==> src/rtl/ysyx_22040365_ifu_pkg.sv <==
// Shared widths, reset vector and FSM encoding for the instruction fetch unit.
package ysyx_22040365_ifu_pkg;

  localparam int unsigned XLEN   = 64;
  localparam int unsigned INST_W = 32;

  localparam logic [XLEN-1:0] RESET_PC   = 64'h0000_0000_8000_0000;
  localparam logic [XLEN-1:0] ALIGN_MASK = ~64'h3;

  typedef enum logic [1:0] {
    IFU_IDLE = 2'd0,
    IFU_REQ  = 2'd1,
    IFU_WAIT = 2'd2,
    IFU_HOLD = 2'd3
  } ifu_state_t;

  // Sequential fetch address; wraps modulo 2^XLEN with no fault.
  function automatic logic [XLEN-1:0] next_seq_pc(input logic [XLEN-1:0] pc);
    return pc + 64'd4;
  endfunction

endpackage

==> src/rtl/ysyx_22040365_ifu_if.sv <==
// Redirect, instruction-memory and decode channels of the fetch unit.
interface ysyx_22040365_ifu_if;
  import ysyx_22040365_ifu_pkg::*;

  logic              redirect_valid;
  logic [XLEN-1:0]   redirect_pc;
  logic              imem_req_valid;
  logic              imem_req_ready;
  logic [XLEN-1:0]   imem_req_addr;
  logic              imem_resp_valid;
  logic [INST_W-1:0] imem_resp_data;
  logic              inst_valid;
  logic              inst_ready;
  logic [INST_W-1:0] inst;
  logic [XLEN-1:0]   inst_pc;

  modport master (
    input  redirect_valid, redirect_pc, imem_req_ready, imem_resp_valid,
           imem_resp_data, inst_ready,
    output imem_req_valid, imem_req_addr, inst_valid, inst, inst_pc
  );

  modport slave (
    output redirect_valid, redirect_pc, imem_req_ready, imem_resp_valid,
           imem_resp_data, inst_ready,
    input  imem_req_valid, imem_req_addr, inst_valid, inst, inst_pc
  );

endinterface

==> src/rtl/ysyx_22040365_ifu_pc_reg.sv <==
// Program counter: reset load, redirect (word aligned) over sequential +4.
module ysyx_22040365_pc_reg
  import ysyx_22040365_ifu_pkg::*;
(
  input  logic            clk,
  input  logic            rst,
  input  logic            redir_i,
  input  logic [XLEN-1:0] redir_pc_i,
  input  logic            inc_i,
  output logic [XLEN-1:0] pc_o
);

  logic [XLEN-1:0] pc_q;
  logic [XLEN-1:0] pc_d;

  always_comb begin
    pc_d = pc_q;
    if (redir_i) begin
      pc_d = redir_pc_i & ALIGN_MASK;
    end else if (inc_i) begin
      pc_d = next_seq_pc(pc_q);
    end
  end

  always_ff @(posedge clk) begin
    if (rst) begin
      pc_q <= RESET_PC;
    end else begin
      pc_q <= pc_d;
    end
  end

  assign pc_o = pc_q;

endmodule

==> src/rtl/ysyx_22040365_ifu.sv <==
// Instruction fetch unit: one outstanding imem read, buffered output to decode.
module ysyx_22040365_ifu
  import ysyx_22040365_ifu_pkg::*;
(
  input  logic               clk,
  input  logic               rst,
  ysyx_22040365_ifu_if.master bus
);

  ifu_state_t        state_q, state_d;
  logic              drop_q, drop_d;
  logic [INST_W-1:0] inst_q;
  logic [XLEN-1:0]   inst_pc_q;
  logic [XLEN-1:0]   pc;
  logic              capture;
  logic              pc_inc;

  ysyx_22040365_pc_reg u_pc_reg (
    .clk       (clk),
    .rst       (rst),
    .redir_i   (bus.redirect_valid),
    .redir_pc_i(bus.redirect_pc),
    .inc_i     (pc_inc),
    .pc_o      (pc)
  );

  always_comb begin
    state_d = state_q;
    drop_d  = drop_q;
    capture = 1'b0;
    pc_inc  = 1'b0;
    unique case (state_q)
      IFU_IDLE: state_d = IFU_REQ;
      IFU_REQ: begin
        if (bus.imem_req_ready) begin
          state_d = IFU_WAIT;
          // A redirect coinciding with acceptance makes that beat stale.
          drop_d  = bus.redirect_valid;
        end
      end
      IFU_WAIT: begin
        if (bus.imem_resp_valid) begin
          drop_d = 1'b0;
          if (drop_q || bus.redirect_valid) begin
            state_d = IFU_REQ;
          end else begin
            state_d = IFU_HOLD;
            capture = 1'b1;
            pc_inc  = 1'b1;
          end
        end else if (bus.redirect_valid) begin
          drop_d = 1'b1;
        end
      end
      IFU_HOLD: begin
        if (bus.redirect_valid || bus.inst_ready) begin
          state_d = IFU_REQ;
        end
      end
      default: state_d = IFU_IDLE;
    endcase
  end

  always_ff @(posedge clk) begin
    if (rst) begin
      state_q   <= IFU_IDLE;
      drop_q    <= 1'b0;
      inst_q    <= '0;
      inst_pc_q <= '0;
    end else begin
      state_q <= state_d;
      drop_q  <= drop_d;
      if (capture) begin
        inst_q    <= bus.imem_resp_data;
        inst_pc_q <= pc;
      end
    end
  end

  assign bus.imem_req_valid = (state_q == IFU_REQ);
  assign bus.imem_req_addr  = pc;
  assign bus.inst_valid     = (state_q == IFU_HOLD);
  assign bus.inst           = inst_q;
  assign bus.inst_pc        = inst_pc_q;

endmodule

==> src/flat_wrapper.sv <==
// flat-port wrapper written by rule: the top's interface ports become plain ports
module ysyx_22040365_ifu_flat import ysyx_22040365_ifu_pkg::*;
  (clk, rst, bus_redirect_valid, bus_redirect_pc, bus_imem_req_ready, bus_imem_resp_valid, bus_imem_resp_data, bus_inst_ready, bus_imem_req_valid, bus_imem_req_addr, bus_inst_valid, bus_inst, bus_inst_pc);
  ysyx_22040365_ifu_if bus_i ();
  input  logic clk;
  input  logic rst;
  input wire logic [$bits(bus_i.redirect_valid)-1:0] bus_redirect_valid;
  input wire logic [$bits(bus_i.redirect_pc)-1:0] bus_redirect_pc;
  input wire logic [$bits(bus_i.imem_req_ready)-1:0] bus_imem_req_ready;
  input wire logic [$bits(bus_i.imem_resp_valid)-1:0] bus_imem_resp_valid;
  input wire logic [$bits(bus_i.imem_resp_data)-1:0] bus_imem_resp_data;
  input wire logic [$bits(bus_i.inst_ready)-1:0] bus_inst_ready;
  output wire logic [$bits(bus_i.imem_req_valid)-1:0] bus_imem_req_valid;
  output wire logic [$bits(bus_i.imem_req_addr)-1:0] bus_imem_req_addr;
  output wire logic [$bits(bus_i.inst_valid)-1:0] bus_inst_valid;
  output wire logic [$bits(bus_i.inst)-1:0] bus_inst;
  output wire logic [$bits(bus_i.inst_pc)-1:0] bus_inst_pc;
  assign bus_i.redirect_valid = bus_redirect_valid;
  assign bus_i.redirect_pc = bus_redirect_pc;
  assign bus_i.imem_req_ready = bus_imem_req_ready;
  assign bus_i.imem_resp_valid = bus_imem_resp_valid;
  assign bus_i.imem_resp_data = bus_imem_resp_data;
  assign bus_i.inst_ready = bus_inst_ready;
  assign bus_imem_req_valid = bus_i.imem_req_valid;
  assign bus_imem_req_addr = bus_i.imem_req_addr;
  assign bus_inst_valid = bus_i.inst_valid;
  assign bus_inst = bus_i.inst;
  assign bus_inst_pc = bus_i.inst_pc;
  ysyx_22040365_ifu u_core (.clk(clk), .rst(rst), .bus(bus_i));
endmodule
==> config.mk <==
export PLATFORM = sky130hd
export DESIGN_NAME = ysyx_22040365_ifu_flat
export DESIGN_NICKNAME = d
export VERILOG_FILES = /design/src/rtl/ysyx_22040365_ifu_pkg.sv /design/src/rtl/ysyx_22040365_ifu_if.sv /design/src/rtl/ysyx_22040365_ifu_pc_reg.sv /design/src/rtl/ysyx_22040365_ifu.sv /design/src/flat_wrapper.sv
export SDC_FILE = /design/constraint.sdc
export NUM_CORES = 1
export LEC_CHECK = 0
export CAP_MARGIN = 10
export CORE_ASPECT_RATIO = 1.5
export CORE_UTILIZATION = 45
export DETAILED_ROUTE_END_ITERATION = 8
export GPL_ROUTABILITY_DRIVEN = 0
export HOLD_SLACK_MARGIN = 0.02
export PLACE_DENSITY_LB_ADDON = 0.15
export SYNTH_ARGS = -nofsm -noshare
export SYNTH_HDL_FRONTEND = slang
export SYNTH_SLANG_ARGS = --single-unit
==> constraint.sdc <==
create_clock -name clk -period 3.91 [get_ports clk]
set_input_delay 0.391 -clock clk [delete_from_list [all_inputs] [get_ports clk]]
set_output_delay 0.391 -clock clk [all_outputs]
set_load 0.01 [all_outputs]
==> results.cfg, run 1 <==
[worst_setup_path]
worst-endpoint-arrival_ns = 3.22
critPathSlowestCell = or4_1
crit_path_max_incr_delay_ns = 0.74
type_of_origin_of_the_critical_path = register
worstSetupEndpointType = register
timing.setup.critical_path_class = register to register
crit_family = simple AND/OR/NAND/NOR gates
required_time_of_the_critical_path_ns = 4.25
critPathMostFrequentCell = or4_1
critPathMaxFanout = 9
critical_path.n_buffers_inverters = 0
timing.critical_path.cells = nand4_2 -> or4_4 -> or4_1 -> or4_1 -> a311oi_1

[status]
outcome = complete, no violations

[timing]
post-route-period-util_pct = 73.6
setup_tns_ns = 0
final.setup_skew_ns = 0.0114
max_slew_margin_vs_limit_pct = 37.7
max_clock_freq_mhz = 348
grt_setup_unrepaired = no
slew_violations = 0
timing_hold_violations_final = 0
setup_ws_ns = 1.03
timing.final.crit_period_ns = 2.88
setup_viol = 0
timing_worst_slew_pin_value_ns = 0.935

[die]
dieWidth_um = 106
fp.coreArea_mm2 = 0.0158
start_util_pct = 46.4
design.portCount = 264
die_h_um = 159
die_area_mm2 = 0.0169
rows = 56

[clocking]
clock_slew_seen_by_the_registers_of_the_worst_setup_and_hold_paths_ns = 0.07
numCtsBuffers = 17
cts-root-buf = clkbuf_16
clockBufferDepth = 2
cts.sinks = 159
post_cts.repair.setup_buffers = 0
post_cts_resize_count = 0
ctsHtreeMaxLevel = 4
ctsHoldBuffers = 0
clock_latency_ns = 0.43
cts_tree = built

[grt]
grt_remaining_overflow = 0
global_route.usage.met3_pct = 6.96
gr-usage-met1_pct = 32.4
grtUsageTotal_pct = 29.3
grt-busiest-layer = met2
grt_first_pass_wirelength_mm = 38.6
grt_antenna_before_repair = 0
largest_net_degree_at_the_start_of_global_routing = 123
global_route.usage.met2_pct = 51.9
vias_in_the_first_global_route = 7460

[synthesis]
netlist-cell-type-count = 57
synth-simple-area-share_pct = 30.7
cells_after_synth = 961
synth_compound_area_share_pct = 17.5
async_flop_share_pct = 0
prevailing_post_synth_register_cell = dfxtp_1
yosys_warnings = 0
synth_seq_cells = 159
yosysSeqAreaShare_pct = 43.3
synth.area.mux_share_pct = 0.562
synth_top_family_by_area = simple AND/OR/NAND/NOR gates
mappedNetlistArea_mm2 = 0.00735
synth-xor-area-share_pct = 2.38
synth_fa_ha_area_share_pct = 0.851
post_synth.cell_area_avg_um2 = 7.65
number_of_flops_mapped_to_enable_cells_by_yosys = 0

[detailed_routing]
first_iter_violations = 474
vias_per_cell = 5.72
dr_total_vias = 7991
drc_violation_count_after_routing = 0
wl_per_instance_um = 17.8
drt-pass1-iter-count = 5
remaining_number_of_nets_flagged_by_the_antenna_check_after_routing = 0
finalWirelength_mm = 24.8

[hold_path]
worst_min_delay_path_class = primary input to register

[cells_and_area]
drive_above_1_share_pct = 4.95
area_delta_synth_final_pct = 43.9
multi_input_gate_area_mm2 = 0.00386
num-nets-final = 1287
layout.cells.non_filler = 1396
n_fill_cell = 1434
diodes = 0
seq_area_mm2 = 0.00318
final_cell_area_mm2 = 0.0106

[power_and_ir_drop]
power.internal_uw = 2730
clock_power_share_pct = 42.3
sw_frac_of_total_pct = 27.3
static-leakage-power_uw = 0.00343
sw_pwr_uw = 1030
vdd.ir_drop.worst_uv = 283
p_per_area_mw_per_mm2 = 356
comb_power_share_pct = 10.9
power.share.sequential_pct = 46.8

[placed_design]
detailedPlacementHpwl_mm = 17.2
place_ws_ns = 0.863
numPortBuffers = 257
placedInstanceArea_mm2 = 0.0100
dp.cells = 1364

[job]
maxCapViolCount = 0
-- state kept, by name, indices dropped and copies added (netlist names) --
signal / count
u_core.bus.inst: 32
u_core.bus.inst_pc: 62
u_core.drop_q: 1
u_core.state_q: 2
u_core.u_pc_reg.pc_o: 62
-- per-stage QoR --
step	hold WS [ns]	util, %	power (uW)
global route	0.445	66.8	3890
detailed placement	0.446	63.3	2200
global placement	0.441	63.3	2200
floorplan	0.481	-	1950
CTS	0.421	66.8	3780
finish	0.424	66.8	3760
-- final cells by class --
cell class	count	share of cell area, %
flip-flops and latches	159	30.1
well taps	203	2.40
inverters	13	0.462
clock buffers	18	4.06
clock inverters	14	1.20
multi-input cells	718	36.5
repair buffers	271	25.3
-- logic make-up (layout without fill, tap and decap cells) --
logic type	after synthesis	in the layout
AND/OR/NAND/NOR	473	473
AO/OA/AOI/OAI	212	212
flip-flops	159	159
buffers and inverters	87	316
XOR/XNOR	20	20
adder cells (fa/ha/maj)	5	5
multiplexers	4	4
other	1	4
-- metal layers --
layer / part of all wire (%) / vias up / wire, um
li1: - / 3854 / -
met1: 38 / 3708 / 9340
met2: 51 / 358 / 12700
met3: 7.9 / 71 / 1970
met4: 3.4 / 0 / 851
met5: 0 / - / 0
-- power by group through the flow --
stage               Clock, uW  Sequential, uW  Combinational, uW
global placement            0            1790                404
global route             1680            1770                441
floorplan                   0            1780                165
finish                   1590            1760                409
CTS                      1610            1760                411
detailed placement          0            1790                409
-- cells in the mapped netlist (2+ instances only) --
master | count | area (um2)
dfxtp_1 | 159 | 3180
a2111oi_0 | 2 | 17.5
a31oi_1 | 20 | 125
ha_1 | 5 | 62.6
and4_1 | 6 | 52.6
clkbuf_1 | 63 | 236
a211oi_1 | 12 | 90.1
o31ai_1 | 7 | 52.6
xnor2_1 | 10 | 87.6
xor2_1 | 10 | 87.6
buf_4 | 4 | 30.0
nor4_1 | 15 | 93.8
or2_2 | 3 | 18.8
and3_1 | 14 | 87.6
nor3_1 | 16 | 80.1
nand3b_1 | 7 | 52.6
or4_1 | 22 | 165
mux2i_1 | 3 | 30.0
buf_1 | 6 | 22.5
o31a_1 | 4 | 35.0
a311oi_1 | 9 | 78.8
nand3_1 | 32 | 160
nand4_1 | 35 | 219
o21ai_0 | 7 | 35.0
a311o_1 | 2 | 20.0
nand2_1 | 250 | 938
o211ai_1 | 12 | 90.1
inv_1 | 13 | 48.8
nor2_1 | 44 | 165
a21oi_1 | 120 | 601
nor3b_1 | 4 | 30.0
o311ai_0 | 5 | 43.8
and2_1 | 4 | 25.0
a22oi_1 | 4 | 30.0
or3_1 | 9 | 56.3
nor4b_1 | 2 | 17.5
-- worst min-delay path, stage by stage --
cell     delay [ns]
buf_2          0.23
nand2_1        0.11
a31oi_1        0.06
-- final timing paths --
path	slack (ns)	cells past startpoint	start	to
worst min register to register	0.45	2	u_core.bus.inst_pc[33]	u_core.bus.inst_pc[33]
worst max register to register	1.03	5	u_core.u_pc_reg.pc_o[7]	u_core.u_pc_reg.pc_o[51]
worst max-delay path	1.03	5	u_core.u_pc_reg.pc_o[7]	u_core.u_pc_reg.pc_o[51]
worst min-delay path	0.42	3	bus_redirect_valid	u_core.u_pc_reg.pc_o[18]
-- placed cells by master, fill, tap and decap left out, drive strengths merged, types with 3 or more instances in the layout --
cell / netlist / final
clkdlybuf4s50: 0 / 255
nand2: 250 / 250
dfxtp: 159 / 159
a21oi: 120 / 120
nor2: 44 / 44
nand4: 36 / 36
nand3: 33 / 33
or4: 23 / 23
a31oi: 20 / 20
inv: 13 / 20
clkbuf: 63 / 18
nor3: 16 / 16
buf: 11 / 16
nor4: 15 / 15
and3: 14 / 14
o211ai: 12 / 12
a211oi: 12 / 12
xnor2: 10 / 10
xor2: 10 / 10
a311oi: 9 / 9
or3: 9 / 9
o31ai: 7 / 7
nand3b: 7 / 7
o21ai: 7 / 7
and4: 6 / 6
o311ai: 5 / 5
ha: 5 / 5
and2: 4 / 4
a22oi: 4 / 4
o31a: 4 / 4
nor3b: 4 / 4
conb: 1 / 4
clkinvlp: 0 / 4
mux2i: 3 / 3
or2: 3 / 3
clkinv: 0 / 3
Note: power is estimated with default switching activity, not from simulation.
==> run 2: changes to the inputs <==
Clock period 3.91 ns to 3 ns, I/O delays scaled along.
==> run 2 against run 1 <==
Maximum frequency grew 2.9%. Flip-flop and latch count unchanged. Combinational power increased by 44%. Largest power group unchanged. Via count grew 1.9%. Worst hold slack worse by 0.043 ns. Clock power is 31% higher. Global-route usage is 0.57 points higher. Power increased by 32%. Register-to-register slack worse by 0.83 ns. Critical path depth is the same. Worst setup slack got worse by 0.83 ns.
==> results.cfg, run 2 (synthesized netlist as in run 1, its figures left out) <==
[status]
outcome = complete, no violations

[worst_setup_path]
worst-r2r-setup-slack_ns = 0.20
timing.setup.critical_path_class = register to register
critPathSlowestCell = or4_1
critPathMaxFanout = 9
critPathMostFrequentCell = or4_1
worst-endpoint-arrival_ns = 3.13
critical_path.reg2reg.startpoint = u_core.u_pc_reg.pc_o[6]
type_of_origin_of_the_critical_path = register
worstSetupEndpointType = register
timing.critical_path.cells = nand3_2 -> or4_4 -> or4_1 -> or4_1 -> a311oi_1
timing.rr.end = u_core.u_pc_reg.pc_o[47]
reg2reg_depth = 5
required_time_of_the_critical_path_ns = 3.33
crit_path_max_incr_delay_ns = 0.72

[placed_design]
numPortBuffers = 257
detailedPlacementHpwl_mm = 18.0
dp.cells = 1394

[clocking]
post_cts_resize_count = 0
clock_latency_ns = 0.43
post_cts.repair.setup_buffers = 0
ctsHoldBuffers = 0
numCtsBuffers = 17
clock_slew_seen_by_the_registers_of_the_worst_setup_and_hold_paths_ns = 0.07
cts-root-buf = clkbuf_16
ctsHtreeMaxLevel = 4
clockBufferDepth = 2
cts_tree = built
cts.sinks = 159

[timing]
timing.final.crit_period_ns = 2.80
max_clock_freq_mhz = 358
slew_violations = 0
timing_hold_violations_final = 0
setup_tns_ns = 0
post-route-period-util_pct = 93.2
max_slew_margin_vs_limit_pct = 52.2
final.setup_skew_ns = 0.0140
timing_worst_slew_pin_value_ns = 0.717
setup_viol = 0
grt_setup_unrepaired = no

[cells_and_area]
num-nets-final = 1317
area_delta_synth_final_pct = 47.0
n_fill_cell = 1365
drive_above_1_share_pct = 7.20
layout.cells.non_filler = 1426
commonest_cells_after_routing_fill_and_taps_aside = clkdlybuf4s50_1 (255), nand2_1 (249), dfxtp_1 (159)
final_common_cell = clkdlybuf4s50_1

[detailed_routing]
vias_per_cell = 5.71
drc_violation_count_after_routing = 0
first_iter_violations = 548
wl_per_instance_um = 18.0
remaining_number_of_nets_flagged_by_the_antenna_check_after_routing = 0
drt-pass1-iter-count = 7
dr_total_vias = 8143
finalWirelength_mm = 25.6

[grt]
vias_in_the_first_global_route = 7674
grt_remaining_overflow = 0
grt_first_pass_wirelength_mm = 39.6
largest_net_degree_at_the_start_of_global_routing = 91
grt_antenna_before_repair = 1
grtUsageTotal_pct = 29.8

[hold_path]
min_delay_path_depth = 2
worst_min_delay_path_class = primary input to register
min_delay_worst_endpoint = u_core.state_q[1]
min_from = rst

[die]
dieWidth_um = 106
die_area_mm2 = 0.0169
start_util_pct = 46.4
design.portCount = 264
die_h_um = 159
fp.coreArea_mm2 = 0.0158
rows = 56

[power_and_ir_drop]
p_per_area_mw_per_mm2 = 458
static-leakage-power_uw = 0.00358
vdd.ir_drop.worst_uv = 414

[job]
maxCapViolCount = 0
## run 2: cell types whose count changed in the layout (fill, tap and decap cells not counted)
cell	before	now
inv_8	2	1
diode_2	0	1
bufinv_16	0	1
buf_4	14	44
clkinv_8	1	0
clkinvlp_4	4	3
clkinv_4	1	2
## run 2: layer usage
metal | routed length [um] | track usage (%) | share of wire (%)
met4 | 890 | 15.0 | 3.5
met2 | 13100 | 52.6 | 51
met5 | 0 | 0 | 0
met1 | 9670 | 33.7 | 38
met3 | 2010 | 6.43 | 7.8
## run 2: cell type report
| cell class | instances | area (um2) | share of cell area [%] |
|---|---|---|---|
| Multi-Input combinational cell | 718 | 3860 | 35.7 |
| Sequential cell | 159 | 3180 | 29.5 |
| Timing Repair Buffer | 301 | 2900 | 26.8 |
| Clock buffer | 18 | 429 | 3.97 |
| Tap cell | 203 | 254 | 2.35 |
| Antenna cell | 1 | 2.50 | 0.0232 |
| Clock inverter | 13 | 130 | 1.20 |
| Inverter | 13 | 48.8 | 0.452 |
## run 2: worst max path at each step
stage                       startpoint                        to  slack (ns)  cells past startpoint
4_1_cts        u_core.u_pc_reg.pc_o[6]  u_core.u_pc_reg.pc_o[47]        0.22                      5
2_1_floorplan  u_core.u_pc_reg.pc_o[2]  u_core.u_pc_reg.pc_o[47]        0.40                      6
5_1_grt              u_core.state_q[0]  u_core.u_pc_reg.pc_o[44]        0.02                      8
3_3_place_gp       bus_imem_resp_valid  u_core.u_pc_reg.pc_o[43]        0.28                      6
3_5_place_dp       bus_imem_resp_valid  u_core.u_pc_reg.pc_o[53]        0.23                      6
6_report       u_core.u_pc_reg.pc_o[6]  u_core.u_pc_reg.pc_o[47]        0.20                      5
## run 2: critical path: cells and delay by family, from the launching register on
kind            cells  cell delay, ns
flops               1            0.45
compound gates      1            0.25
simple gates        4            2.01
## run 2: power by group
part	internal (uW)	leakage [uW]	total, uW	switching [uW]
Clock	1160	0.000266	2090	932
Sequential	2170	0.00129	2270	98.6
Combinational	319	0.00202	587	268
Total	3650	0.00358	4950	1300
## run 2: per-stage QoR
step           setup slack [ns]  power [uW]  hold WS [ns]  instance area [um2]  util, %
2_1_floorplan             0.402        2540         0.436                 7360        -
3_3_place_gp              0.283        2890         0.440                10200     64.7
3_5_place_dp              0.229        2900         0.446                10200     64.7
4_1_cts                   0.223        4980         0.361                10800     68.2
5_1_grt                  0.0199        5120         0.392                10800     68.2
6_report                  0.204        4950         0.381                10800     68.2
